<file path="src/rtl/riscv_ex_pkg.sv">
// Shared execute-stage types: the completion-queue entry layout.
// Fields are sized for the widest supported configuration; narrower instances use the low bits.
package riscv_ex_pkg;

   localparam int unsigned CPLQ_XLEN_MAX   = 64;
   localparam int unsigned CPLQ_UNIT_W_MAX = 3;

   typedef struct packed {
      logic [CPLQ_UNIT_W_MAX-1:0] unit;
      logic [CPLQ_XLEN_MAX-1:0]   pc;
      logic                       done;
      logic                       exc;
      logic [CPLQ_XLEN_MAX-1:0]   r;
   } cplq_entry_t;

endpackage

</file>
<file path="src/rtl/riscv_ex_cplq_match.sv">
// Finds the oldest pending entry (present, not done) belonging to one execution unit.
module riscv_ex_cplq_match #(
   parameter int unsigned DEPTH   = 4,
   parameter int unsigned UNIT_W  = 2,
   parameter int unsigned UNIT_ID = 0
) (
   input  logic [DEPTH-1:0]             pend_i,
   input  logic [DEPTH-1:0][UNIT_W-1:0] unit_i,
   input  logic [$clog2(DEPTH)-1:0]     rd_ptr_i,
   output logic                         hit_o,
   output logic [$clog2(DEPTH)-1:0]     idx_o
);

   localparam int unsigned PW = $clog2(DEPTH);

   logic [PW-1:0] idx;

   // Scan from youngest to oldest so the last hit written is the oldest one.
   always_comb begin
      hit_o = 1'b0;
      idx_o = '0;
      idx   = '0;
      for (int k = DEPTH - 1; k >= 0; k--) begin
         idx = rd_ptr_i + PW'(k);
         if (pend_i[idx] && (unit_i[idx] == UNIT_W'(UNIT_ID))) begin
            hit_o = 1'b1;
            idx_o = idx;
         end
      end
   end

endmodule

</file>
<file path="src/rtl/riscv_ex_cplq.sv">
// Execute-stage completion queue: reorders variable-latency unit results back into issue order.
module riscv_ex_cplq
   import riscv_ex_pkg::*;
#(
   parameter int unsigned XLEN      = 32,
   parameter int unsigned NUM_UNITS = 4,
   parameter int unsigned DEPTH     = 4
) (
   input  logic                                clk_i,
   input  logic                                rst_ni,
   input  logic                                flush_i,
   input  logic                                mem_stall_i,
   input  logic                                issue_valid_i,
   input  logic [$clog2(NUM_UNITS)-1:0]        issue_unit_i,
   input  logic [XLEN-1:0]                     issue_pc_i,
   output logic                                issue_ready_o,
   output logic                                ex_stall_o,
   input  logic [NUM_UNITS-1:0]                unit_valid_i,
   input  logic [NUM_UNITS-1:0][XLEN-1:0]      unit_r_i,
   input  logic [NUM_UNITS-1:0]                unit_exc_i,
   output logic [NUM_UNITS-1:0]                unit_ready_o,
   output logic                                ex_valid_o,
   output logic [XLEN-1:0]                     ex_r_o,
   output logic [XLEN-1:0]                     ex_pc_o,
   output logic [$clog2(NUM_UNITS)-1:0]        ex_unit_o,
   output logic                                ex_exc_o
);

   localparam int unsigned UW = $clog2(NUM_UNITS);
   localparam int unsigned PW = $clog2(DEPTH);

   if (NUM_UNITS < 2 || NUM_UNITS > 8) begin : g_bad_num_units
      $error("riscv_ex_cplq: NUM_UNITS must be in 2..8");
   end
   if (DEPTH < 2 || DEPTH > 16 || (DEPTH & (DEPTH - 1)) != 0) begin : g_bad_depth
      $error("riscv_ex_cplq: DEPTH must be a power of 2 in 2..16");
   end
   if (XLEN < 1 || XLEN > CPLQ_XLEN_MAX) begin : g_bad_xlen
      $error("riscv_ex_cplq: XLEN exceeds cplq_entry_t field width");
   end

   logic [PW:0]                  count_q;
   logic [PW-1:0]                rd_ptr_q;
   logic [PW-1:0]                wr_ptr_q;
   logic [DEPTH-1:0]             done_q;
   logic [DEPTH-1:0]             exc_q;
   logic [DEPTH-1:0][UW-1:0]     unit_q;
   logic [XLEN-1:0]              pc_q [DEPTH];
   logic [XLEN-1:0]              r_q  [DEPTH];

   logic [DEPTH-1:0]             present;
   logic [DEPTH-1:0]             pend;
   logic [PW-1:0]                off;
   logic [NUM_UNITS-1:0]         hit;
   logic [NUM_UNITS-1:0][PW-1:0] hit_idx;
   logic [NUM_UNITS-1:0]         accept;
   logic                         issue_fire;
   logic                         retire_fire;
   cplq_entry_t                  head;
   logic                         unused_head;

   // An entry is live when its distance from the head is below the occupancy.
   always_comb begin
      present = '0;
      off     = '0;
      for (int i = 0; i < DEPTH; i++) begin
         off        = PW'(i) - rd_ptr_q;
         present[i] = ({1'b0, off} < count_q);
      end
   end

   assign pend = present & ~done_q;

   for (genvar u = 0; u < NUM_UNITS; u++) begin : g_match
      riscv_ex_cplq_match #(
         .DEPTH   (DEPTH),
         .UNIT_W  (UW),
         .UNIT_ID (u)
      ) u_match (
         .pend_i   (pend),
         .unit_i   (unit_q),
         .rd_ptr_i (rd_ptr_q),
         .hit_o    (hit[u]),
         .idx_o    (hit_idx[u])
      );
   end

   always_comb begin
      head      = '0;
      head.unit = CPLQ_UNIT_W_MAX'(unit_q[rd_ptr_q]);
      head.pc   = CPLQ_XLEN_MAX'(pc_q[rd_ptr_q]);
      head.done = done_q[rd_ptr_q];
      head.exc  = exc_q[rd_ptr_q];
      head.r    = CPLQ_XLEN_MAX'(r_q[rd_ptr_q]);
   end

   assign unused_head   = ^{head.unit, head.pc, head.r};

   assign issue_ready_o = (count_q < (PW+1)'(DEPTH));
   assign ex_stall_o    = issue_valid_i & ~issue_ready_o;
   assign unit_ready_o  = hit;
   assign accept        = unit_valid_i & hit;

   assign ex_valid_o    = (count_q != '0) & head.done;
   assign ex_r_o        = head.r[XLEN-1:0];
   assign ex_pc_o       = head.pc[XLEN-1:0];
   assign ex_unit_o     = head.unit[UW-1:0];
   assign ex_exc_o      = head.exc;

   assign issue_fire    = issue_valid_i & issue_ready_o;
   assign retire_fire   = ex_valid_o & ~mem_stall_i;

   always_ff @(posedge clk_i or negedge rst_ni) begin
      if (!rst_ni) begin
         count_q  <= '0;
         rd_ptr_q <= '0;
         wr_ptr_q <= '0;
         done_q   <= '0;
      end else if (flush_i) begin
         count_q  <= '0;
         rd_ptr_q <= '0;
         wr_ptr_q <= '0;
         done_q   <= '0;
      end else begin
         // The tail slot is never live, so issue and completion never touch the same bit.
         if (issue_fire) begin
            done_q[wr_ptr_q] <= 1'b0;
            wr_ptr_q         <= wr_ptr_q + 1'b1;
         end
         for (int u = 0; u < NUM_UNITS; u++) begin
            if (accept[u]) begin
               done_q[hit_idx[u]] <= 1'b1;
            end
         end
         if (retire_fire) begin
            rd_ptr_q <= rd_ptr_q + 1'b1;
         end
         count_q <= count_q + (PW+1)'(issue_fire) - (PW+1)'(retire_fire);
      end
   end

   // Payload carries no reset; validity is tracked solely by count and done.
   always_ff @(posedge clk_i) begin
      if (issue_fire && !flush_i) begin
         unit_q[wr_ptr_q] <= issue_unit_i;
         pc_q[wr_ptr_q]   <= issue_pc_i;
      end
      for (int u = 0; u < NUM_UNITS; u++) begin
         if (accept[u] && !flush_i) begin
            r_q[hit_idx[u]]   <= unit_r_i[u];
            exc_q[hit_idx[u]] <= unit_exc_i[u];
         end
      end
   end

endmodule

</file>
<file path="config.mk">
export PLATFORM = sky130hd
export DESIGN_NAME = riscv_ex_cplq
export DESIGN_NICKNAME = d
export VERILOG_FILES = /design/src/rtl/riscv_ex_pkg.sv /design/src/rtl/riscv_ex_cplq_match.sv /design/src/rtl/riscv_ex_cplq.sv
export SDC_FILE = /design/constraint.sdc
export NUM_CORES = 1
export LEC_CHECK = 0
export CORE_ASPECT_RATIO = 0.7
export CORE_UTILIZATION = 55
export CTS_BUF_LIST = sky130_fd_sc_hd__clkbuf_16
export DETAILED_ROUTE_END_ITERATION = 12
export GPL_TIMING_DRIVEN = 0
export PLACE_DENSITY_LB_ADDON = 0.05
export SLEW_MARGIN = 20
export SYNTH_ARGS = -nofsm -noshare
export SYNTH_HDL_FRONTEND = slang
export SYNTH_SLANG_ARGS = --single-unit
</file>
<file path="constraint.sdc">
create_clock -name clk_i -period 6.7 [get_ports clk_i]
set_clock_uncertainty 0.1 [all_clocks]
set_input_delay 1.675 -clock clk_i [delete_from_list [all_inputs] [get_ports clk_i]]
set_output_delay 1.675 -clock clk_i [all_outputs]
set_load 0.02 [all_outputs]
</file>
### Yosys cells after proc, flatten, opt, wreduce, memory -nomap -nowiden

Memory sizes are Yosys's and may differ from the RTL's.
Cells that the tools add are included.

| storage, ports and cells | value |
|---|---|
| register bits after elaboration | 23 |
| memory bits (writable) | 256 |
| input bits | 175 |
| output and inout bits | 74 |
| word-level logic and storage cells | 199 |
| memories kept | 2 |

Memories:

| memory | depth | bits a word | rd ports | clocked after memory_dff | wr ports | RTL line | text |
|---|---|---|---|---|---|---|---|
| pc_q | 4 | 32 | 1 | 0 | 1 | riscv_ex_cplq.sv:48 | `logic [XLEN-1:0] pc_q [DEPTH];` |
| r_q | 4 | 32 | 1 | 0 | 4 | riscv_ex_cplq.sv:49 | `logic [XLEN-1:0] r_q [DEPTH];` |

| cells by class | value |
|---|---|
| add/sub/neg operators | 10 |
| magnitude comparators | 19 |
| eq/ne operators | 12 |
| muxes and demuxes | 98 |
| bitwise operators | 15 |
| reductions and logical operators | 34 |

Operators with widths:

| operator | count |
|---|---|
| 4-bit two-way mux | 14 |
| 2-bit two-way mux | 25 |
| 1-bit two-way mux | 37 |
| 2-bit by 3-bit less-than comparator with 1-bit output (second input constant) | 9 |
| 1-bit logical AND | 26 |
| 2-bit binary-select mux with 2-bit select | 4 |
| 4-bit bitwise mux | 4 |
| 2-bit equality test (second input constant) | 8 |
| 4-bit bitwise OR | 4 |
| 4-bit bitwise AND | 3 |
| 1-bit binary-select mux with 2-bit select | 6 |
| 2-bit by 3-bit less-than comparator with 1-bit output | 4 |
| 1-bit demux with 2-bit select | 5 |
| 2-bit by 1-bit >= comparator with 1-bit output (second input constant) | 5 |
| 8-bit bitwise mux | 1 |
| 2-bit by 1-bit equality test with 1-bit output (second input constant) | 4 |
| 2-bit zero test | 4 |
| 4-bit inverter | 2 |
| 2-bit by 1-bit adder with 2-bit output (second input constant) | 2 |
| 2-bit adder (second input constant) | 2 |
| 1-bit bitwise AND | 4 |
| 2-bit demux with 2-bit select | 1 |
| 2-bit nonzero test | 2 |
| 1-bit by 2-bit subtractor with 2-bit output (first input constant) | 2 |
| 8 further kinds | 10 |

### Longest topological paths before layout

Gate-level depths: netlist (run 1).

| depth | value |
|---|---|
| depth in word-level cells | 26 |
| gate-level depth with buffers | 17 |

### Cells and area by module

Synthesis (run 1) repeated with hierarchy kept, for this count alone.

| second synthesis, totals | value |
|---|---|
| cells, all modules | 1175 |
| area, all modules | 15026.9 um^2 |

Modules (own cells, without submodules):

| module | times used | cells each | area an instance (um^2) | sequential area each (um^2) |
|---|---|---|---|---|
| riscv_ex_cplq | 1 | 1118 | 14530.2 | 8282.9 |
| riscv_ex_cplq_match (g_match[1].u_match ...) | 2 | 14 | 135.1 | 0.0 |
| riscv_ex_cplq_match (g_match[0].u_match) | 1 | 14 | 123.9 | 0.0 |
| riscv_ex_cplq_match (g_match[3].u_match) | 1 | 15 | 102.6 | 0.0 |

### Worst setup path before layout (run 1)

No wires, ideal clock.

| timing | value |
|---|---|
| kind | register -> register |
| from | register rd_ptr_q[0] |
| to | memory r_q[0][0] (enable) |
| library setup time | 0.395 ns |
| arrival | 4.605 ns |
| required time | 6.205 ns |
| slack | 1.601 ns |
| cell stages (with the launch flop) | 17 |
| buffers on the path | 4 |
| cell sequence | dfrtp_1 -> buf_2 -> buf_2 -> xnor2_1 -> inv_1 -> ha_1 -> nor2b_1 -> a221o_1 -> mux4_2 -> or3_4 -> a311oi_2 -> and3_1 -> nand3_2 -> and2_1 -> buf_6 -> buf_6 -> nand3_1 |

RTL lines:

| item | RTL line | text |
|---|---|---|
| start: declaration | riscv_ex_cplq.sv:43 | `logic [PW-1:0] rd_ptr_q;` |
| start signal: assignment | riscv_ex_cplq.sv:136 | `rd_ptr_q <= rd_ptr_q + 1'b1;` |
| end: declaration | riscv_ex_cplq.sv:49 |  |

### Final worst setup path (run 1)

| timing | value |
|---|---|
| from | register rd_ptr_q[0] |
| to | output port unit_ready_o[3] |

| between the ends | value |
|---|---|
| longest elaborated chain between the ends | 10 |

RTL lines:

| item | RTL line | text |
|---|---|---|
| 1-bit by 2-bit subtractor with 2-bit output / 2-bit subtractor (equally long branches) | riscv_ex_cplq.sv:67 | `off = PW'(i) - rd_ptr_q;` |
| 2-bit by 3-bit less-than comparator with 1-bit output | riscv_ex_cplq.sv:68 | `present[i] = ({1'b0, off} < count_q);` |
| 4-bit bitwise AND | riscv_ex_cplq.sv:72 | `assign pend = present & ~done_q;` |
| 1-bit binary-select mux with 2-bit select | riscv_ex_cplq_match.sv:25 | `if (pend_i[idx] && (unit_i[idx] == UNIT_W'(UNIT_ID))) begin` |
| 1-bit two-way mux (not written as such) | riscv_ex_cplq_match.sv:25 |  |
| 1-bit logical AND | riscv_ex_cplq_match.sv:25 |  |
| 1-bit two-way mux (3 in series) | riscv_ex_cplq_match.sv:25 |  |
| 1-bit two-way mux * | riscv_ex_cplq_match.sv:25 |  |
| end: declaration | riscv_ex_cplq.sv:21 | `output logic [NUM_UNITS-1:0] unit_ready_o,` |

Every way passes the cells marked *; elsewhere a longest branch is shown, timed or not. The select of a mux whose other input is x is not followed.

==> results of run 1 <==
==> area by class of cell <==
type	count	area (µm²)
flip-flops and latches	279	8280
fillers	1995	8240
multi-input cells	935	6730
repair buffers	255	2610
clock buffers	27	676
plain buffers	126	627
well taps	371	464
inverters	54	205
clock inverters	23	178
diodes	2	5.00
==> metal layers <==
layer | global-route usage, % | vias to the layer above | share of wire, %
li1 | - | 5975 | -
met1 | 53.2 | 6833 | 40
met2 | 52.7 | 1264 | 43
met3 | 10.1 | 168 | 15
met4 | 10.8 | 2 | 2.7
met5 | 0 | - | 0.018
==> power by group <==
part	leakage (nW)	internal, mW	switching [mW]
Clock	0.434	0.818	0.690
Combinational	3.70	1.02	1.52
Sequential	2.58	2.26	0.0841
==> synth_stat cells, drive strengths merged, types with 3 or more instances <==
cell / count
a211o: 4
a211oi: 103
a21boi: 8
a21o: 4
a21oi: 107
a31oi: 33
a32oi: 4
and2: 9
and3: 12
buf: 73
clkbuf: 53
dfrtp: 11
dfxtp: 4
edfxtp: 264
ha: 10
inv: 54
mux2: 12
mux2i: 9
mux4: 73
nand2: 183
nand2b: 4
nand3: 24
nand4: 3
nor2: 125
nor2b: 11
nor3: 7
o211a: 3
o211ai: 5
o21ai: 9
o22ai: 35
o311a: 3
o311ai: 5
o31ai: 100
or2: 3
xnor2: 6
==> cell families after synthesis <==
logic type / share of synthesized area (%)
buf+inv: 5.11
flops: 52.5
simple gates: 10.3
mux: 11.9
compound gates: 19.0
xor+xnor: 0.333
fa+ha+maj: 0.919
==> what timing repair did <==
item | CTS | global route
setup endpoints to repair | 21 | 11
resized for setup | 6 | 3
cloned | 0 | 0
==> registers in the layout, indices dropped and copies added, names as in the netlist <==
signal / flops
pc_q: 128
r_q: 128
unit_q: 8
done_q: 4
exc_q: 4
count_q: 3
rd_ptr_q: 2
wr_ptr_q: 2
==> how the worst min path moves through the flow <==
stage	startpoint	endpoint	slack [ps]
floorplan	done_q[0]$_DFF_PN0_	done_q[0]$_DFF_PN0_	430
global placement	wr_ptr_q[0]$_DFFE_PN0P_	wr_ptr_q[0]$_DFFE_PN0P_	500
detailed placement	wr_ptr_q[0]$_DFFE_PN0P_	wr_ptr_q[0]$_DFFE_PN0P_	520
CTS	wr_ptr_q[0]$_DFFE_PN0P_	wr_ptr_q[0]$_DFFE_PN0P_	530
global route	wr_ptr_q[0]$_DFFE_PN0P_	wr_ptr_q[0]$_DFFE_PN0P_	550
finish	wr_ptr_q[0]$_DFFE_PN0P_	wr_ptr_q[0]$_DFFE_PN0P_	530
==> worst max-delay path, stage by stage, from the launching register on <==
cell and delay [ps]:
dfrtp_1 410, buf_2 300, buf_2 350, xnor2_2 220, inv_1 190, ha_1 300, nor2b_1 140, a221o_1 350
mux4_2 600, or3_4 440, nand3_1 150, buf_4 120, clkdlybuf4s50_1 590
==> per-stage QoR <==
stage	TNS, ps	area (µm²)	cells	total power [mW]	hold WS (ps)
6_report	0	19800	2072	6.38	533
3_5_place_dp	0	18900	2019	4.83	518
4_1_cts	0	19800	2069	6.32	532
2_1_floorplan	0	15800	1394	3.81	428
5_1_grt	0	19800	2070	6.59	553
3_3_place_gp	-24240	18700	2013	4.76	496
==> metrics, run 1 <==
maximum vdd drop=236 µV; # Post-CTS Setup Buffers=0; top achievable clock speed=0.154 GHz; RSZ-0062 raised after global routing=no; area share of the largest cell type after synthesis=50.2%; hold buffers post-CTS=0; Initial Utilization=56.4%; Final Hold Fails=0; Crit Path Class=reg2out; Mapped Cells=1,394; TritonRoute pass-1 iters=8; worst min path class=reg2reg; vias=14,200; commonest non-fill, non-tap cell in the layout=edfxtp_1; minimum clock period=6480 ps; outcome=finished, final reports clean; synthesis-to-finish area growth=25.3%; CTS root buf=clkbuf_16; Clock Sink Count=279; Worst Slack Setup Final=218 ps; pre-CTS WS=533 ps; CTS HTree Levels=1; Max Slew Vio Count=0; Worst Tran Pin Value=1150 ps; Die Area=29,400 µm²; Layout Utilization=70.6%; first-pass GRT wire length=80,200 µm; R2R Path End=r_q[1][6]$_DFFE_PP_; Worst R2R Setup Slack=360 ps; reg-to-reg startpoint=rd_ptr_q[0]$_DFFE_PN0P_; Pleak=6.71 nW; clock tree buffer depth=3; Post-synth EDFFs=264; Finish-stage setup viols=0; total CTS buffers=27; Synth area leaders=edfxtp_1, mux4_2, a211oi_1; All-Layer GR Usage=36.4%; CTS tree=built; Tcrit/Tclk final=96.7%; GRT Residual Overflow=0; DRT iter0 DRCs=2,361; Residual DRC=0; Critical Path End Type=output pin; # rows=51; worst-case reg-to-reg path depth=18; hpwl dp=38,100 µm; most frequent cells in the layout=edfxtp_1, clkdlybuf4s50_1, nand2_1, nor2_1, a21oi_1; Post-synth ARST share=3.94%; YS warnings=0; CP Max Fanout=10; Slew headroom=23.4%; syn_nets=1,580; Final ANT Viol Nets=0; CP Launch Point=rd_ptr_q[0]$_DFFE_PN0P_; max-cap viol count=0; Core ar.=28,000 µm²; register bit total from synthesis=279; Routed WL per cell=26.2 µm; largest net degree at the start of global routing=33; WP data arrival=4710 ps; Post-Syn Area per Cell=11.3 µm²; WP data required=4930 ps; Synth Cell Area=15,800 µm²; hold path depth=2; DR vias/cell=6.87; Synth area leader=edfxtp_1; GPL Wtd Cong=0.964; antenna violations before repair=1; Clock transition at path regs=70 ps; Total Nets Final=1,864; nature of the critical path startpoint=flop; Critical Path Sink=unit_ready_o[3]; ratio of cells with drive above 1 in the final layout=13.0%; Yosys cell types=67; PD cells=323 nW/µm²; Synth Flop Type=edfxtp_1; Die Ht=144 µm; vias in the first global route=13,600; Port Buffers=248; die width=204 µm; num ports=249; post-synthesis sequential area ratio=52.5%; Clk Latency, worst-skew pair=550 ps; wirelength, routed=54,300 µm
(Power assumes the default switching activity.)
==> run 2: changes to the inputs <==
CORE_UTILIZATION = 54   (was 55)
SYNTH_HIERARCHICAL = 1   (was unset)
==> metrics, run 2 <==
outcome=finished, final reports clean (unchanged); Die Area=28,500 µm² (was 29,400 µm²); count leader, synth=edfxtp_1 (unchanged); Worst Tran Pin Value=930 ps (was 1150 ps); Max Slew Vio Count=0 (unchanged); TritonRoute pass-1 iters=7 (was 8); # rows=50 (was 51); Total Nets Final=1,649 (was 1,864); Die Ht=142 µm (was 144 µm); R2R Path End=r_q[3][15]$_DFFE_PP_ (was r_q[1][6]$_DFFE_PP_); clock tree buffer depth=3 (unchanged); CTS HTree Levels=1 (unchanged); Clk Latency, worst-skew pair=560 ps (was 550 ps); max-cap viol count=0 (unchanged); # placed instances=1,798 (was 2,019); RSZ-0062 raised after global routing=no (unchanged); WP data arrival=4570 ps (was 4710 ps); num ports=249 (unchanged); post-synthesis sequential area ratio=55.1% (was 52.5%); synthesis-to-finish area growth=27.5% (was 25.3%); Tcrit/Tclk final=94.7% (was 96.7%); # Post-CTS Setup Buffers=0 (unchanged); area of placed instances=18,300 µm² (was 18,900 µm²); wirelength, routed=48,900 µm (was 54,300 µm); reg-to-reg startpoint=rd_ptr_q[1]$_DFFE_PN0P_ (was rd_ptr_q[0]$_DFFE_PN0P_); Clock Sink Count=279 (unchanged); hold path start=done_q[1]$_DFF_PN0_ (was wr_ptr_q[0]$_DFFE_PN0P_); GPL Wtd Cong=0.924 (was 0.964); Worst R2R Setup Slack=1060 ps (was 360 ps); worst-case reg-to-reg path depth=15 (was 18); maximum vdd drop=198 µV (was 236 µV); top achievable clock speed=0.158 GHz (was 0.154 GHz); Yosys cell types=72 (was 67); commonest non-fill, non-tap cell in the layout=edfxtp_1 (unchanged); design area=19,200 µm² (was 19,800 µm²); minimum clock period=6340 ps (was 6480 ps); Critical Path End Type=output pin (unchanged); WP data required=4930 ps (about the same); All-Layer GR Usage=33.9% (was 36.4%); Synth Cell Area=15,000 µm² (was 15,800 µm²); Core ar.=27,000 µm² (was 28,000 µm²); hpwl dp=34,500 µm (was 38,100 µm); first-pass GRT wire length=72,400 µm (was 80,200 µm); most frequent cells in the layout=edfxtp_1, clkdlybuf4s50_1, o21ai_0, nand2_1 (was edfxtp_1, clkdlybuf4s50_1, nand2_1, nor2_1, a21oi_1); Commonest cells post-synth=edfxtp_1, o21ai_0, nand2_1 (was edfxtp_1, nand2_1, nor2_1); syn_nets=1,361 (was 1,580); fillers=1,878 (was 1,995); nature of the critical path startpoint=flop (unchanged); Finish-stage setup viols=0 (unchanged); largest net degree at the start of global routing=29 (was 33); GRT Residual Overflow=0 (unchanged); Pleak=6.89 nW (was 6.71 nW); Slew headroom=38.0% (was 23.4%); DRT iter0 DRCs=1,614 (was 2,361); CTS tree=built (unchanged); area share of the largest cell type after synthesis=52.8% (was 50.2%); antenna violations before repair=3 (was 1); Port Buffers=248 (unchanged); register bit total from synthesis=279 (unchanged); Post-synth EDFFs=264 (unchanged); CP Max Fanout=18 (was 10); CTS root buf=clkbuf_16 (unchanged); YS warnings=6 (was 0); PD cells=289 nW/µm² (was 323 nW/µm²); Initial Utilization=55.6% (was 56.4%); Synth Flop Type=edfxtp_1 (unchanged); total CTS buffers=28 (was 27); Routed WL per cell=26.5 µm (was 26.2 µm); Post-synth ARST share=3.94% (unchanged); worst min path class=reg2reg (unchanged); Final Hold Fails=0 (unchanged); ratio of cells with drive above 1 in the final layout=14.4% (was 13.0%); vias=12,300 (was 14,200); DR vias/cell=6.67 (was 6.87); Final ANT Viol Nets=0 (unchanged); Post-Syn Area per Cell=12.8 µm² (was 11.3 µm²); Residual DRC=0 (unchanged); Mapped Cells=1,175 (was 1,394); Synth area leader=edfxtp_1 (unchanged); Crit Path Class=reg2out (unchanged); Critical Path Sink=unit_ready_o[0] (was unit_ready_o[3]); Clock transition at path regs=70 ps (about the same); Synth area leaders=edfxtp_1, mux4_2, o21ai_0 (was edfxtp_1, mux4_2, a211oi_1); CP Launch Point=rd_ptr_q[1]$_DFFE_PN0P_ (was rd_ptr_q[0]$_DFFE_PN0P_); vias in the first global route=12,000 (was 13,600); die width=201 µm (was 204 µm); Post-Layout Cell Count=1,849 (was 2,072)
[run 2: cell count changes after synthesis, moves of 58 or more]
| cell | before | now |
|---|---|---|
| nand2_1 | 183 | 86 |
| o21ai_0 | 8 | 153 |
| o31ai_1 | 100 | 4 |
| nor2_1 | 125 | 23 |
| and3_1 | 12 | 70 |
| mux2i_1 | 8 | 66 |
| a22oi_1 | 0 | 67 |
| a21oi_1 | 107 | 10 |
[run 2: worst min-delay path by stage]
stage / end / slack [ps] / depth (start not counted)
after floorplan: done_q[1]$_DFF_PN0_ / 410 / 1
after global placement: done_q[1]$_DFF_PN0_ / 440 / 1
after detailed placement: done_q[1]$_DFF_PN0_ / 440 / 1
after CTS: done_q[1]$_DFF_PN0_ / 450 / 1
after global routing: done_q[1]$_DFF_PN0_ / 480 / 1
final: done_q[1]$_DFF_PN0_ / 450 / 1
[run 2: critical path, stage by stage, from the launching register on]
cell and delay [ps]:
dfrtp_1 740, buf_2 600, xor2_1 240, inv_1 60, ha_1 270, a21oi_1 150, nor2_1 60, nor2_1 410
or3b_4 460, nand4_1 300, clkdlybuf4s50_1 680
[run 2: kinds of logic (layout without fill, tap and decap cells)]
kind of cell	count (synthesis)	after routing	share of synthesized area [%]
buffers and inverters	111	419	3.35
AOI/OAI and AO/OA	380	380	15.7
DFF	279	279	55.1
adders and majority gates	11	11	0.966
muxes	136	136	14.7
and+or+nand+nor	254	254	9.94
other	0	2	0
xor gates and xnor gates	4	4	0.233
[run 2: what timing repair did]
action | CTS | global route
pin swaps | 0 | 0
hold buffers | 0 | 0
endpoints found under the setup margin | 2 | 1
resized for setup | 0 | 1
[run 2: through the flow]
step | hold WS [ps] | util, % | TNS [ps] | total power [mW] | setup slack [ps]
2_1_floorplan | 412 | - | 0 | 3.23 | 981
3_3_place_gp | 444 | 66.5 | -155180 | 3.94 | -1970
3_5_place_dp | 440 | 67.6 | 0 | 4.01 | 354
4_1_cts | 455 | 70.9 | 0 | 5.51 | 298
5_1_grt | 484 | 70.9 | 0 | 5.71 | 131
6_report | 452 | 70.9 | 0 | 5.53 | 358
[run 2: metal layers]
layer | vias to the layer above | routed length [µm] | global-route usage, %
met5 | - | 8 | 0
met4 | 2 | 1380 | 11.6
met3 | 134 | 6680 | 9.00
met2 | 961 | 21500 | 50.8
met1 | 5952 | 19300 | 48.2
li1 | 5292 | - | -
[run 2: final cells by class]
| type | count | area, µm² | share of cell area, % |
|---|---|---|---|
| plain buffers | 93 | 435 | 2.27 |
| repair buffers | 259 | 2740 | 14.3 |
| inverters | 17 | 63.8 | 0.333 |
| clock buffers | 28 | 701 | 3.66 |
| clock inverters | 22 | 179 | 0.934 |
| diodes | 2 | 5.00 | 0.0261 |
| multi-input cells | 785 | 6300 | 32.9 |
| well taps | 364 | 455 | 2.38 |
| flip-flops and latches | 279 | 8280 | 43.2 |
[run 2: power by group]
| part | switching (mW) | leakage (nW) | total (mW) | internal, mW |
|---|---|---|---|---|
| clock network | 0.687 | 0.428 | 1.53 | 0.840 |
| logic | 1.02 | 3.89 | 1.80 | 0.784 |
| registers | 0.0619 | 2.58 | 2.21 | 2.15 |
| total | 1.76 | 6.89 | 5.53 | 3.77 |
==> run 3: changes to the inputs <==
GPL_TIMING_DRIVEN = unset   (was 0)
==> metrics, run 3 (synthesis gave the netlist of run 2 again) <==
antenna violations before repair=4 (was 3); worst min path class=reg2reg (unchanged); num ports=249 (unchanged); All-Layer GR Usage=32.3% (was 33.9%); Routed WL per cell=26.0 µm (was 26.5 µm); PD cells=288 nW/µm² (was 289 nW/µm²); Port Buffers=248 (unchanged); Post-CTS Resized=0 (unchanged); Die Area=28,500 µm² (unchanged); overall power=5.38 mW (was 5.53 mW); Initial Utilization=55.6% (unchanged); sequential share of power=41.6% (was 39.9%); Critical-path top delay cell=dfrtp_4 (was dfrtp_1); Tcrit/Tclk final=90.1% (was 94.7%); Sw Share=31.9% (about the same); CTS root buf=clkbuf_16 (unchanged); Combinational Power Share=31.6% (was 32.5%); synthesis-to-finish area growth=24.4% (was 27.5%); Clock transition at path regs=70 ps (about the same); vias in the first global route=12,000 (about the same); Worst Slack Setup Final=662 ps (was 358 ps); Total Nets Final=1,577 (was 1,649); CP Cell Sequence=xor2_1 -> ha_1 -> a21oi_1 -> nor2_1 -> nor2_1 -> or3b_4 -> nand4_1 -> clkdlybuf4s50_1 (was buf_2 -> xor2_1 -> inv_1 -> ha_1 -> a21oi_1 -> nor2_1 -> nor2_1 -> or3b_4 -> nand4_1 -> clkdlybuf4s50_1); # rows=50 (unchanged); GPL Wtd Cong=0.899 (was 0.924); wirelength, routed=46,200 µm (was 48,900 µm); Worst Tran Pin Value=1100 ps (was 930 ps); nature of the critical path startpoint=flop (unchanged); hold buffers post-CTS=0 (unchanged); GRT Residual Overflow=0 (unchanged); Critical Path End Type=output pin (unchanged); Die Ht=142 µm (unchanged); hold path start=done_q[1]$_DFF_PN0_ (unchanged); commonest non-fill, non-tap cell in the layout=edfxtp_1 (unchanged); Finish-stage setup viols=0 (unchanged); crit-path most repeated cell=nor2_1 (unchanged); CTS HTree Levels=1 (unchanged); WP data arrival=4260 ps (was 4570 ps); maximum vdd drop=266 µV (was 198 µV); Max Slew Vio Count=0 (unchanged); Residual DRC=0 (unchanged); CP Launch Point=rd_ptr_q[0]$_DFFE_PN0P_ (was rd_ptr_q[1]$_DFFE_PN0P_); Post-Layout Cell Count=1,779 (was 1,849); minimum clock period=6040 ps (was 6340 ps); top achievable clock speed=0.166 GHz (was 0.158 GHz); Layout Utilization=69.2% (was 70.9%); Clock Sink Count=279 (unchanged); reg-to-reg startpoint=rd_ptr_q[0]$_DFFE_PN0P_ (was rd_ptr_q[1]$_DFFE_PN0P_); CTS tree=built (unchanged); Slew headroom=26.7% (was 38.0%); outcome=finished, final reports clean (unchanged); Clk Latency, worst-skew pair=550 ps (was 560 ps); DRT iter0 DRCs=1,487 (was 1,614); # placed instances=1,726 (was 1,798); final setup TNS=0 ps (unchanged); clock share of power=26.8% (was 27.6%); first-pass GRT wire length=70,000 µm (was 72,400 µm); total CTS buffers=27 (was 28); Final Hold Fails=0 (unchanged); # Post-CTS Setup Buffers=0 (unchanged); vias=12,000 (was 12,300); most frequent cells in the layout=edfxtp_1, clkdlybuf4s50_1, o21ai_0, nand2_1, and3_1 (was edfxtp_1, clkdlybuf4s50_1, o21ai_0, nand2_1); Worst R2R Setup Slack=1390 ps (was 1060 ps); Crit Path Class=reg2out (unchanged); WP data required=4930 ps (about the same); CP Max Fanout=51 (was 18); R2R Path End=r_q[0][0]$_DFFE_PP_ (was r_q[3][15]$_DFFE_PP_); TritonRoute pass-1 iters=5 (was 7); pre-CTS WS=1210 ps (was 354 ps); hold path depth=1 (unchanged); largest net degree at the start of global routing=52 (was 29); Hold EP=done_q[1]$_DFF_PN0_ (unchanged); RSZ-0062 raised after global routing=no (unchanged); Final ANT Viol Nets=0 (unchanged); worst-case reg-to-reg path depth=13 (was 15); clock tree buffer depth=3 (unchanged); Internal Power=3.66 mW (was 3.77 mW); DR vias/cell=6.76 (was 6.67); die width=201 µm (unchanged); Net Sw Power=1.72 mW (was 1.76 mW); hpwl dp=28,500 µm (was 34,500 µm); max-cap viol count=0 (unchanged); fillers=1,972 (was 1,878); Pleak=6.64 nW (was 6.89 nW); Core ar.=27,000 µm² (unchanged); ratio of cells with drive above 1 in the final layout=12.3% (was 14.4%); max incr delay on CP=1030 ps (was 740 ps)
==> run 3: power groups by stage <==
stage / combinational [mW] / sequential, mW / clock, mW
finish: 1.70 / 2.24 / 1.44
global route: 1.80 / 2.25 / 1.52
CTS: 1.68 / 2.24 / 1.46
detailed placement: 1.67 / 2.27 / 0
global placement: 1.65 / 2.27 / 0
floorplan: 1.00 / 2.22 / 0
==> run 3: area by class of cell <==
cell class / count / area [µm²] / share of cell area (%)
multi-input cells: 785 / 6330 / 33.9
clock buffers: 27 / 676 / 3.61
repair buffers: 281 / 2730 / 14.6
diodes: 4 / 10.0 / 0.0536
clock inverters: 22 / 138 / 0.736
well taps: 364 / 455 / 2.44
flip-flops and latches: 279 / 8290 / 44.4
inverters: 17 / 63.8 / 0.341
==> run 3: metrics by stage <==
step | hold WS (ps) | instance area (µm²)
4_1_cts | 456 | 18700
3_5_place_dp | 440 | 17900
6_report | 450 | 18700
3_3_place_gp | 438 | 17900
5_1_grt | 492 | 18700
2_1_floorplan | 412 | 15000
==> run 3: per-layer routing <==
layer,GRT usage (%),part of all wire [%]
met1,46.4,40
met2,49.7,45
met3,6.50,12
met4,10.4,3.0
met5,0,0.022
==> run 3: worst max path at each step <==
| stage | slack (ps) | cells past startpoint | endpoint |
|---|---|---|---|
| 3_5_place_dp | 1210 | 8 | unit_ready_o[0] |
| 4_1_cts | 610 | 8 | unit_ready_o[0] |
| 6_report | 660 | 8 | unit_ready_o[0] |
| 2_1_floorplan | 980 | 14 | r_q[1][0]$_DFFE_PP_ |
| 5_1_grt | 340 | 8 | unit_ready_o[0] |
| 3_3_place_gp | 1250 | 8 | unit_ready_o[0] |
==> run 3: critical path, delay by kind of cell, from the launching register on <==
kind	cells	cell delay [ps]
DFF	1	1030
buffers and inverters	1	680
xor gates and xnor gates	1	250
AOI/OAI and AO/OA	1	130
and+or+nand+nor	4	1350
adders and majority gates	1	270
